[src/rtl/dmem_access_unit_if.sv]
// Request/acknowledge bus between dmem_access_unit (master) and a variable-latency data memory (slave).
interface dmem_access_unit_if;
  logic        dmem_req;
  logic        dmem_we;
  logic [31:0] dmem_addr;
  logic [3:0]  dmem_be;
  logic [31:0] dmem_wdata;
  logic        dmem_ack;
  logic [31:0] dmem_rdata;

  modport master (
    output dmem_req, dmem_we, dmem_addr, dmem_be, dmem_wdata,
    input  dmem_ack, dmem_rdata
  );

  modport slave (
    input  dmem_req, dmem_we, dmem_addr, dmem_be, dmem_wdata,
    output dmem_ack, dmem_rdata
  );
endinterface

[src/rtl/dmem_access_unit.sv]
// MEM-stage load/store sequencer: req/ack handshake with data memory, lane steering, stall and timeout.
// Optional macro DMEM_MISALIGN_TRAP_EN turns misaligned requests into a trap instead of a memory access.
module dmem_access_unit #(
  parameter int unsigned TIMEOUT = 64
) (
  input  logic                       clock,
  input  logic                       reset,
  input  logic                       mem_read,
  input  logic                       mem_write,
  input  logic [2:0]                 funct3,
  input  logic [31:0]                addr,
  input  logic [31:0]                store_data,
  output logic                       stall,
  output logic                       access_done,
  output logic                       load_valid,
  output logic [31:0]                load_word,
  output logic [1:0]                 byte_index,
  output logic [2:0]                 load_funct3,
  output logic                       bus_error,
  output logic                       misalign_trap,
  dmem_access_unit_if.master         dmem
);

`ifdef DMEM_MISALIGN_TRAP_EN
  localparam bit TRAP_EN = 1'b1;
`else
  localparam bit TRAP_EN = 1'b0;
`endif

  localparam logic [7:0] LAST_COUNT = 8'(TIMEOUT - 1);

  typedef enum logic [1:0] {
    IDLE   = 2'd0,
    ACCESS = 2'd1,
    RESP   = 2'd2
  } state_t;

  state_t     state_r;
  logic [7:0] count_r;

  function automatic logic [3:0] lane_be(input logic [1:0] size, input logic [1:0] offset);
    case (size)
      2'b00:   lane_be = 4'b0001 << offset;
      2'b01:   lane_be = offset[1] ? 4'b1100 : 4'b0011;
      default: lane_be = 4'b1111;
    endcase
  endfunction

  function automatic logic [31:0] lane_data(input logic [1:0] size, input logic [31:0] data);
    case (size)
      2'b00:   lane_data = {4{data[7:0]}};
      2'b01:   lane_data = {2{data[15:0]}};
      default: lane_data = data;
    endcase
  endfunction

  function automatic logic is_misaligned(input logic [1:0] size, input logic [1:0] offset);
    case (size)
      2'b00:   is_misaligned = 1'b0;
      2'b01:   is_misaligned = offset[0];
      default: is_misaligned = (offset != 2'b00);
    endcase
  endfunction

  // Stall is combinational in IDLE so the requesting instruction freezes in its own cycle.
  always_comb begin
    stall = 1'b0;
    case (state_r)
      IDLE:    stall = mem_read | mem_write;
      ACCESS:  stall = 1'b1;
      RESP:    stall = 1'b0;
      default: stall = 1'b0;
    endcase
  end

  // Access sequencer with registered handshake, result pulses and captured request fields.
  always_ff @(posedge clock) begin
    if (reset) begin
      state_r         <= IDLE;
      count_r         <= 8'd0;
      access_done     <= 1'b0;
      load_valid      <= 1'b0;
      load_word       <= 32'd0;
      byte_index      <= 2'b00;
      load_funct3     <= 3'b000;
      bus_error       <= 1'b0;
      misalign_trap   <= 1'b0;
      dmem.dmem_req   <= 1'b0;
      dmem.dmem_we    <= 1'b0;
      dmem.dmem_addr  <= 32'd0;
      dmem.dmem_be    <= 4'b0000;
      dmem.dmem_wdata <= 32'd0;
    end else begin
      access_done   <= 1'b0;
      load_valid    <= 1'b0;
      bus_error     <= 1'b0;
      misalign_trap <= 1'b0;
      case (state_r)
        IDLE: begin
          count_r <= 8'd0;
          if (mem_read | mem_write) begin
            byte_index      <= addr[1:0];
            load_funct3     <= funct3;
            dmem.dmem_we    <= mem_write;
            dmem.dmem_addr  <= {addr[31:2], 2'b00};
            dmem.dmem_be    <= mem_write ? lane_be(funct3[1:0], addr[1:0]) : 4'b1111;
            dmem.dmem_wdata <= mem_write ? lane_data(funct3[1:0], store_data) : 32'd0;
            if (TRAP_EN && is_misaligned(funct3[1:0], addr[1:0])) begin
              state_r       <= RESP;
              access_done   <= 1'b1;
              misalign_trap <= 1'b1;
            end else begin
              state_r       <= ACCESS;
              dmem.dmem_req <= 1'b1;
            end
          end
        end
        ACCESS: begin
          if (dmem.dmem_ack) begin
            dmem.dmem_req <= 1'b0;
            access_done   <= 1'b1;
            count_r       <= 8'd0;
            state_r       <= RESP;
            if (!dmem.dmem_we) begin
              load_word  <= dmem.dmem_rdata;
              load_valid <= 1'b1;
            end
          end else if (count_r == LAST_COUNT) begin
            // Memory never answered: abandon the access and report a bus error.
            dmem.dmem_req <= 1'b0;
            access_done   <= 1'b1;
            bus_error     <= 1'b1;
            load_word     <= 32'd0;
            count_r       <= 8'd0;
            state_r       <= RESP;
          end else begin
            count_r <= count_r + 8'd1;
          end
        end
        RESP: begin
          count_r <= 8'd0;
          state_r <= IDLE;
        end
        default: begin
          count_r       <= 8'd0;
          dmem.dmem_req <= 1'b0;
          state_r       <= IDLE;
        end
      endcase
    end
  end

endmodule

[src/flat_wrapper.sv]
// flat-port wrapper written by rule: the top's interface ports become plain ports
module dmem_access_unit_flat 
#(
  parameter int unsigned TIMEOUT = 64
)
  (clock, reset, mem_read, mem_write, funct3, addr, store_data, stall, access_done, load_valid, load_word, byte_index, load_funct3, bus_error, misalign_trap, dmem_dmem_req, dmem_dmem_we, dmem_dmem_addr, dmem_dmem_be, dmem_dmem_wdata, dmem_dmem_ack, dmem_dmem_rdata);
  dmem_access_unit_if dmem_i ();
  input  logic clock;
  input  logic reset;
  input  logic mem_read;
  input  logic mem_write;
  input  logic [2:0] funct3;
  input  logic [31:0] addr;
  input  logic [31:0] store_data;
  output logic stall;
  output logic access_done;
  output logic load_valid;
  output logic [31:0] load_word;
  output logic [1:0] byte_index;
  output logic [2:0] load_funct3;
  output logic bus_error;
  output logic misalign_trap;
  output wire logic [$bits(dmem_i.dmem_req)-1:0] dmem_dmem_req;
  output wire logic [$bits(dmem_i.dmem_we)-1:0] dmem_dmem_we;
  output wire logic [$bits(dmem_i.dmem_addr)-1:0] dmem_dmem_addr;
  output wire logic [$bits(dmem_i.dmem_be)-1:0] dmem_dmem_be;
  output wire logic [$bits(dmem_i.dmem_wdata)-1:0] dmem_dmem_wdata;
  input wire logic [$bits(dmem_i.dmem_ack)-1:0] dmem_dmem_ack;
  input wire logic [$bits(dmem_i.dmem_rdata)-1:0] dmem_dmem_rdata;
  assign dmem_dmem_req = dmem_i.dmem_req;
  assign dmem_dmem_we = dmem_i.dmem_we;
  assign dmem_dmem_addr = dmem_i.dmem_addr;
  assign dmem_dmem_be = dmem_i.dmem_be;
  assign dmem_dmem_wdata = dmem_i.dmem_wdata;
  assign dmem_i.dmem_ack = dmem_dmem_ack;
  assign dmem_i.dmem_rdata = dmem_dmem_rdata;
  dmem_access_unit #(.TIMEOUT(TIMEOUT)) u_core (.clock(clock), .reset(reset), .mem_read(mem_read), .mem_write(mem_write), .funct3(funct3), .addr(addr), .store_data(store_data), .stall(stall), .access_done(access_done), .load_valid(load_valid), .load_word(load_word), .byte_index(byte_index), .load_funct3(load_funct3), .bus_error(bus_error), .misalign_trap(misalign_trap), .dmem(dmem_i));
endmodule
[config.mk]
export PLATFORM = sky130hd
export DESIGN_NAME = dmem_access_unit_flat
export DESIGN_NICKNAME = d
export VERILOG_FILES = /design/src/rtl/dmem_access_unit_if.sv /design/src/rtl/dmem_access_unit.sv /design/src/flat_wrapper.sv
export SDC_FILE = /design/constraint.sdc
export NUM_CORES = 1
export LEC_CHECK = 0
export CORE_MARGIN = 1
export CORE_UTILIZATION = 40
export CTS_BUF_LIST = sky130_fd_sc_hd__clkbuf_4 sky130_fd_sc_hd__clkbuf_8
export DETAILED_ROUTE_END_ITERATION = 12
export PLACE_DENSITY = 0.79
export SYNTH_ARGS = -nofsm -noshare
export SYNTH_HDL_FRONTEND = slang
export SYNTH_SLANG_ARGS = --single-unit
[constraint.sdc]
create_clock -name clock -period 1.7 [get_ports clock]
set_input_delay 0.255 -clock clock [delete_from_list [all_inputs] [get_ports clock]]
set_output_delay 0.255 -clock clock [all_outputs]
set_load 0.02 [all_outputs]
==> summary.md <==
| Metric | Value |
|---|---|
| Buf/Inv on CP | 1 |
| Site Rows | 41 |
| Hpwl dp | 11470 µm |
| Nets | 925 |
| CP top delay family | buffers and inverters |
| Unrepaired setup endpoints after global routing | false |
| Largest net degree at the start of global routing | 60 |
| Main synth FF type | dfxtp_1 |
| Die Y | 116.5 µm |
| Slowest CP cell | clkdlybuf4s50_1 |
| Syn Inst Count | 620 |
| Die width | 116.5 µm |
| IO Count | 216 |
| Post-synth top area share | 45.08% |
| Setup CP Type | reg -> out |
| Average routed wire per standard cell | 16.35 µm |
| Max Buffers Root-to-Sink | 2 |
| Area Growth Syn to Fin | 56.49% |
| First-pass GRT wire length | 25630 µm |
| GRT Total Usage | 24.44% |
| Post-synthesis register bit count | 118 |
| DR iter-0 viols | 241 |
| Cells along the critical path | clkdlybuf4s50_1 |
| Max H-tree Level | 4 |
| Die Area | 13560 µm² |
| Initial core utilization | 41.35% |
| Final min period | 1653 ps |
| Max_cap viols | 0 |
| Post-synth top cells | 118 x dfxtp_1, 99 x o21ai_0, 68 x a21oi_1 |
| Vias | 5432 |
| CP endpoint kind | output port |
| Final Instance Area | 8200 µm² |
| CTS tree | built |
| Async S/R FF share, synth | 0% |
| PwrDens | 986.4 nW/µm² |
| Number of synthesized flops with an enable pin | 0 |
| Reg2reg setup slack | 130 ps |
| Initial antenna violation count | 0 |
| Leak | 3.301 nW |
| Pre-antenna DRT Iters | 4 |
| R2R cell count | 5 |
| Vias per inst | 5.405 |
| Synth area leaders | dfxtp_1 45%, o21ai_0 9.5%, a21oi_1 6.5%, a32oi_1 5.2%, nor2b_1 3.9% |
| Max FO, Critical Path | 2 |
| Max Slew Vio Count | 0 |
| Core area | 12670 µm² |
| Skew-Pair Late Insertion Delay | 430 ps |
| Worst hold path type | in -> reg |
| Register area share after synthesis | 45.08% |
| Rel. slew slack | 59.71% |
| Cell Area, Synth | 5240 µm² |
| Final ANT Viol Nets | 0 |
| CTS buffer count | 17 |
| Clock skew | 7.666 ps |
| CP required | 1440 ps |
| Startpoint types | flop |
| Vias in the first global route | 5155 |
| Yosys warns | 0 |
| Area leader, netlist | dfxtp_1 |
| F_max | 604.9 MHz |
| Post-DP Area | 7666 µm² |
| Clock root buffer | clkbuf_8 |
| N_diodes | 0 |
| Final period util | 97.25% |
| Netlist cell types | 42 |
| Final setup fails | 0 |
| Dominant cell by count in the synthesized netlist | dfxtp_1 |
| Setup TNS | 0 ps |
| Post-Route WL | 16440 µm |
| Max VDD drop | 0.5968 mV |
| Post-Syn Area per Cell | 8.452 µm² |
| DR DRC count | 0 |
| Largest stage delay on the critical path | 630 ps |
| Clock sink count | 118 |
| Data arrival time of the critical path | 1400 ps |
| Hold buffer count at CTS | 0 |
| Number of I/O port buffers | 212 |
| Worst Hold Depth | 2 |
| Hold Vio Cnt, Final | 0 |
| Final RePlAce weighted congestion | 0.8437 |
| Worst Max-Slew Pin Slew | 604.4 ps |
| Grt total ovfl | 0 |
| Share of post-route cells with drive strength above 1 | 12.00% |
| CP Depth | 1 |
| Clk slew on worst S/H paths | 70 ps |
| Status | complete, no violations |
| Fin util | 64.72% |
[cell type report]
type,count,area [µm²]
clock buffer,24,324.1
clock inverter,8,165.2
fill,1094,4471
inverter,10,37.54
multi-input combinational,425,2564
sequential,118,2364
tap,172,215.2
timing repair buffer,248,2531
[through the flow]
step           hold slack [ps]  worst slack (ps)  total power [mW]  cells
2_1_floorplan            378.9             53.46             4.090    622
3_3_place_gp             461.4            -216.8             5.034    973
3_5_place_dp             465.0            -220.4             5.076    973
4_1_cts                  101.0             1.089             8.164   1005
5_1_grt                  125.9             1.146             8.429   1005
6_report                 134.5             46.83             8.089   1005
[layout by cell type (no fill, tap or decap), drive strengths merged, types with 2 or more instances in the layout]
cell and instances:
a21oi 68, nor3 4, o21a 10, o32ai 8, inv 10, mux2 16, nand3 38, clkbuf 25
nor3b 11, dlymetal6s2s 22, xor2 2, a31oi 2, or2 2, dlygate4sd2 7, conb 3, a211oi 4
nor2 11, buf 37, mux2i 8, clkinv 3, clkdlybuf4s50 181, a32oi 31, o21ai 104, nor2b 33
o21bai 2, nand2 51, dfxtp 118, or4b 2, nand2b 6, bufinv 5
[state kept, by name, summed over array words and instances (netlist names)]
| register | flops |
|---|---|
| u_core.byte_index | 2 |
| u_core.load_word | 32 |
| u_core.dmem.dmem_req | 1 |
| u_core.load_funct3 | 3 |
| u_core.state_r | 2 |
| u_core.bus_error | 1 |
| u_core.dmem.dmem_be | 4 |
| u_core.dmem.dmem_we | 1 |
| u_core.access_done | 1 |
| u_core.dmem.dmem_wdata | 32 |
| u_core.dmem.dmem_addr | 30 |
| u_core.load_valid | 1 |
| u_core.count_r | 8 |
[cell families after synthesis]
logic type | after synthesis | share of synthesized area [%]
flip-flops | 118 | 45.08
AO/OA/AOI/OAI | 231 | 26.00
other | 1 | 0.07156
XOR/XNOR | 3 | 0.5015
AND/OR/NAND/NOR | 163 | 16.59
buffers and inverters | 79 | 6.543
adder cells (fa/ha/maj) | 1 | 0.2387
multiplexers | 24 | 4.967
[repair_timing]
item,CTS,global route
endpoints found under the hold margin,0,0
setup endpoints to repair,8,30
resized for setup,10,24
setup buffers,0,0
cloned,0,0
pin swaps,0,0
[routing by layer]
layer	track usage (%)	share of wire [%]	vias up	routed length [µm]
li1	-	-	2624	-
met1	28.86	41	2586	6791
met2	40.91	49	181	8122
met3	6.694	5.8	41	959
met4	11.97	3.4	0	563
met5	0	0	-	0
[report_power, final]
part	leakage, nW	total (mW)	internal (mW)	switching (mW)
Sequential	0.967	3.11	3.00	0.118
Clock	0.252	3.08	1.99	1.09
Combinational	2.08	1.89	0.913	0.978
Total	3.30	8.09	5.90	2.19
[final timing paths]
path	startpoint	end
worst max-delay path	u_core.dmem.dmem_wdata[11]$_SDFFE_PP0P_	dmem_dmem_wdata[11]
worst min-delay path	reset	u_core.load_word[17]$_SDFFE_PP0P_
worst max register to register	u_core.count_r[0]$_SDFF_PP0_	u_core.load_word[25]$_SDFFE_PP0P_
worst min register to register	u_core.dmem.dmem_wdata[6]$_SDFFE_PP0P_	u_core.dmem.dmem_wdata[6]$_SDFFE_PP0P_
Note: power is estimated with default switching activity, not from simulation.
